$ cat src/rtl/hc595_rx.sv
// Receive side of the 74HC595 serial display link: oversamples ds/shcp/stcp/oe in
// sys_clk, rebuilds the latched sel/seg frame and reports frame integrity.
module hc595_rx #(
  parameter int SYNC_STAGES = 2,
  parameter int FRAME_BITS  = 14
) (
  input  logic        sys_clk,
  input  logic        sys_rst,
  input  logic        ds,
  input  logic        shcp,
  input  logic        stcp,
  input  logic        oe,
  output logic [5:0]  sel,
  output logic [7:0]  seg,
  output logic        disp_en,
  output logic        frame_valid,
  output logic        frame_err,
  output logic [15:0] frame_cnt
);

  localparam int CNT_W = $clog2(FRAME_BITS + 2);
  localparam logic [CNT_W-1:0] CNT_MAX  = CNT_W'(FRAME_BITS + 1);
  localparam logic [CNT_W-1:0] CNT_FULL = CNT_W'(FRAME_BITS);

  function automatic logic [CNT_W-1:0] sat_inc(input logic [CNT_W-1:0] v);
    return (v == CNT_MAX) ? v : v + 1'b1;
  endfunction

  logic [SYNC_STAGES-1:0] ds_p0, sh_p0, st_p0, oe_p0;
  logic                   ds_s, sh_s, st_s, oe_s;
  logic                   live, sh_arm, st_arm, sh_prev, st_prev;
  logic                   sh_rise, st_rise;
  logic [FRAME_BITS-1:0]  sr;
  logic [CNT_W-1:0]       bit_cnt;

  // stage p0: parallel synchronizers; ds shares its tap with shcp to keep alignment
  always_ff @(posedge sys_clk or posedge sys_rst) begin
    if (sys_rst) begin
      ds_p0 <= '0;
      sh_p0 <= '0;
      st_p0 <= '0;
      oe_p0 <= '0;
    end else begin
      ds_p0 <= {ds_p0[SYNC_STAGES-2:0], ds};
      sh_p0 <= {sh_p0[SYNC_STAGES-2:0], shcp};
      st_p0 <= {st_p0[SYNC_STAGES-2:0], stcp};
      oe_p0 <= {oe_p0[SYNC_STAGES-2:0], oe};
    end
  end

  assign ds_s = ds_p0[SYNC_STAGES-1];
  assign sh_s = sh_p0[SYNC_STAGES-1];
  assign st_s = st_p0[SYNC_STAGES-1];
  assign oe_s = oe_p0[SYNC_STAGES-1];

  // A clock line must be seen low after reset before its rising edge counts, so a
  // line already high at release is ignored; live marks the first real pin sample.
  always_ff @(posedge sys_clk or posedge sys_rst) begin
    if (sys_rst) begin
      live    <= 1'b0;
      sh_arm  <= 1'b0;
      st_arm  <= 1'b0;
      sh_prev <= 1'b0;
      st_prev <= 1'b0;
    end else begin
      live    <= 1'b1;
      sh_arm  <= sh_arm | (live & ~sh_p0[0]);
      st_arm  <= st_arm | (live & ~st_p0[0]);
      sh_prev <= sh_s;
      st_prev <= st_s;
    end
  end

  assign sh_rise = sh_s & ~sh_prev & sh_arm;
  assign st_rise = st_s & ~st_prev & st_arm;

  // stage p1: shift register, bit counter, latch and integrity pulses
  always_ff @(posedge sys_clk or posedge sys_rst) begin
    if (sys_rst) begin
      sr          <= '0;
      bit_cnt     <= '0;
      sel         <= '0;
      seg         <= '0;
      frame_valid <= 1'b0;
      frame_err   <= 1'b0;
      frame_cnt   <= '0;
      disp_en     <= 1'b0;
    end else begin
      frame_valid <= 1'b0;
      frame_err   <= 1'b0;
      disp_en     <= ~oe_s;
      if (sh_rise)
        sr <= {sr[FRAME_BITS-2:0], ds_s};
      if (st_rise) begin
        // latch sees sr before any same-cycle shift, like the real 595
        for (int i = 0; i < 6; i++)
          sel[i] <= sr[FRAME_BITS-1-i];
        seg     <= sr[7:0];
        bit_cnt <= sh_rise ? CNT_W'(1) : '0;
        if (bit_cnt == CNT_FULL) begin
          frame_valid <= 1'b1;
          frame_cnt   <= frame_cnt + 16'd1;
        end else begin
          frame_err <= 1'b1;
        end
      end else if (sh_rise) begin
        bit_cnt <= sat_inc(bit_cnt);
      end
    end
  end

endmodule

$ cat config.mk
export PLATFORM = sky130hd
export DESIGN_NAME = hc595_rx
export DESIGN_NICKNAME = d
export VERILOG_FILES = /design/src/rtl/hc595_rx.sv
export SDC_FILE = /design/constraint.sdc
export NUM_CORES = 1
export LEC_CHECK = 0
export BUFFER_PORTS_ARGS = -buffer_cell sky130_fd_sc_hd__buf_2
export CAP_MARGIN = 20
export CORE_ASPECT_RATIO = 1.5
export CORE_MARGIN = 4
export CORE_UTILIZATION = 55
export CTS_BUF_LIST = sky130_fd_sc_hd__clkbuf_4
export DETAILED_ROUTE_END_ITERATION = 7
export PLACE_DENSITY = 0.87
export SLEW_MARGIN = 25
export SYNTH_ARGS = -nofsm -noshare
export SYNTH_HDL_FRONTEND = slang
export SYNTH_SLANG_ARGS = --single-unit
$ cat constraint.sdc
create_clock -name sys_clk -period 2.3 [get_ports sys_clk]
set_input_delay 0.23 -clock sys_clk [delete_from_list [all_inputs] [get_ports sys_clk]]
set_output_delay 0.23 -clock sys_clk [all_outputs]
set_load 0.01 [all_outputs]
==> impl_metrics.ini <==
[synthesis]
synthMuxAreaShare = 0.07263
synth_cell_types = 30
syn_area_sq_um = 2464
yosys.area.top_type = dfrtp_1
synthTopCellsByCount = 64 x dfrtp_1, 44 x nand2_1, 15 x mux2_2
ys_seq_area_frac = 0.6501
ys.flop_type = dfrtp_1
synth_xor_area_frac = 0.06348
syn_inst = 197
synthesis.nets = 206
async_flop_share = 1.000
synth_top_area_frac = 0.6501
yosysMostFrequentCell = dfrtp_1
avgSynthCellArea_sq_um = 12.51
synth_top_family_by_area = simple AND/OR/NAND/NOR gates
synth_edf_count = 0
synth_area_leaders = dfrtp_1 65%, mux2_2 6.9%, nand2_1 6.7%
synth-simple-area-share = 0.1544
synth_seq_cells = 64
synth_compound_area_frac = 0.02031
synthAdderAreaFrac = 0.01524
yosys_warnings = 0

[sta]
setup_viol = 0
skew_ps = 13.06
finalCritPeriodShare = 0.6988
slew_headroom = 0.5753
finalHoldViolCount = 0
tightest_slew_ps = 635.2
fmax_ghz = 0.6222
rsz0062_at_grt = no
drv_slew = 0
fin_setup_tns_ps = 0
min_period_ps = 1607

[floorplanning]
ios = 39
core-area_sq_um = 4282
die_w_microns = 62.65
die_y_microns = 89.97
dieArea_sq_um = 5636
rows = 29
initial_core_util = 0.5754

[worst_setup_path]
cp_cell_sequence = inv_1 > ha_1 > nand4_1 > nor2_2 > and4_1 > xor2_1
slowest_delay_ps = 410
start_kind = flip-flop
crit_type = reg -> reg
worstPathArrival_ps = 1930
r2r_cells = 6
required_ps = 2620
cp-end-kind = flip-flop
cp_max_fo = 7
slowest_stage = dfrtp_1
regToRegSetupSlack_ps = 690

[drt]
drt_pre_antenna_iters = 4
ant_nets = 0
drcViolationCount = 0
vias_per_cell = 5.284
route.vias.total = 1580
drtIter0Drc = 156
wire_per_inst_microns = 14.35
finalWirelength_microns = 4291

[clocking]
clock_latency_ps = 400
h-tree-depth = 3
clock_sinks = 64
numCtsBuffers = 9
clkTransAtPathRegs_ps = 100
cts_tree = yes
cts_buffer_depth = 2
cts_resized = 0
cts_root_buf = clkbuf_4

[placement]
io_buffers = 38
post_dp_cell_area_sq_um = 2714
gp_congestion = 0.7954
hpwl_microns = 2933

[cells_and_area]
post-route-util = 0.6815
layout-drive-gt1-share = 0.2964
syn_to_final_growth_pct = 18.44
layout.nets = 257
fill_cells = 309
diodes = 0
final_area_sq_um = 2918

[pwr]
power_density_nw_per_um2 = 932.9
p_switching_mw = 0.7215
vdd_drop_max_mv = 0.5352
p_leak_nw = 1.581
seq_power_share = 0.544
clkPwrFrac = 0.302
p_sw_frac = 0.2651
p_int_mw = 2.001
combPwrFrac = 0.154

[global_routing]
grt_pass1_vias = 1605
grt.total_usage = 0.1725
grt_antenna_before_repair = 0
gr-total-overflow = 0
grt_pass1_wl_microns = 7376
grt_max_degree = 65

[run_status]
outcome = finished clean

[min_path]
min_path_cells = 0
hold_path.class = reg -> reg

[run]
max_cap_viol_count = 0
## cell usage in the layout (no fill, tap or decap), types with 7 or more instances in the layout
cell type / netlist / routed
dfrtp_1: 64 / 64
and3_1: 7 / 7
nand2_1: 44 / 44
mux2_2: 15 / 15
buf_2: 2 / 38
nand3_1: 10 / 10
clkbuf_4: 0 / 11
xnor2_1: 12 / 12
## flip-flops by register name (all words and copies together), names as in the netlist, 2 cells and up
register / count
bit_cnt: 4
seg: 8
sr: 14
sh_p0: 2
oe_p0: 2
ds_p0: 2
frame_cnt: 16
sel: 6
st_p0: 2
## worst max-delay path: cells and delay by family, from the launching register on
family | cells | cell delay (ps)
and+or+nand+nor | 3 | 740
xor gates and xnor gates | 1 | 140
buffers and inverters | 1 | 100
DFF | 1 | 410
adders and majority gates | 1 | 170
## power groups by stage
stage | combinational [mW] | sequential, mW | clock (mW)
CTS | 0.429 | 1.48 | 0.849
finish | 0.418 | 1.48 | 0.822
global route | 0.470 | 1.51 | 0.903
floorplan | 0.233 | 1.51 | 0
global placement | 0.400 | 1.49 | 0
detailed placement | 0.420 | 1.50 | 0
## stage by stage
step                      hold slack [ps]  instances  setup slack, ps  total power, mW
after floorplan                     261.4        197            471.9            1.738
after global placement              314.8        278            782.0            1.886
after detailed placement            317.7        278            703.2            1.922
after CTS                           358.2        299            683.7            2.761
after global routing                364.9        299            555.7            2.885
final                               356.5        299            692.7            2.722
## timing repair
item / CTS / global route
setup buffers: 0 / 0
hold buffers: 5 / 0
hold endpoints to repair: 68 / 0
endpoints found under the setup margin: 0 / 0
## layout make-up
| class | instances | area [sq um] | area share |
|---|---|---|---|
| sequential | 64 | 1602 | 0.5489 |
| tap | 46 | 57.56 | 0.01973 |
| clock buffer | 11 | 82.58 | 0.02830 |
| timing repair buffer | 46 | 275.3 | 0.09434 |
| multi-input combinational | 121 | 807.0 | 0.2766 |
| inverter | 6 | 22.52 | 0.007719 |
| clock inverter | 5 | 71.32 | 0.02444 |
## cell families (layout without fill, tap and decap cells)
group                      Yosys count  count (layout)
other                                1               1
adders and majority gates            3               3
buffers and inverters               12              68
AOI/OAI and AO/OA                    7               7
and+or+nand+nor                     77              77
xor gates and xnor gates            17              17
DFF                                 64              64
muxes                               16              16
## final timing paths
path	startpoint	end
hold reg to reg	oe_p0[0]$_DFF_PP0_	oe_p0[1]$_DFF_PP0_
max in group asynchronous	sys_rst	frame_cnt[14]$_DFFE_PP0P_
min in group asynchronous	sys_rst	frame_cnt[7]$_DFFE_PP0P_
setup / recovery	bit_cnt[0]$_DFFE_PP0P_	frame_cnt[5]$_DFFE_PP0P_
hold / removal	oe_p0[0]$_DFF_PP0_	oe_p0[1]$_DFF_PP0_
setup reg to reg	bit_cnt[0]$_DFFE_PP0P_	frame_cnt[5]$_DFFE_PP0P_
## layer usage
metal	vias to the layer above	part of all wire	GRT usage
met3	14	0.037	0.04738
met2	38	0.50	0.2778
li1	749	-	-
met4	0	0.037	0.1289
met5	-	0	0
met1	779	0.43	0.1925
Power figures use the tool's default switching activity.
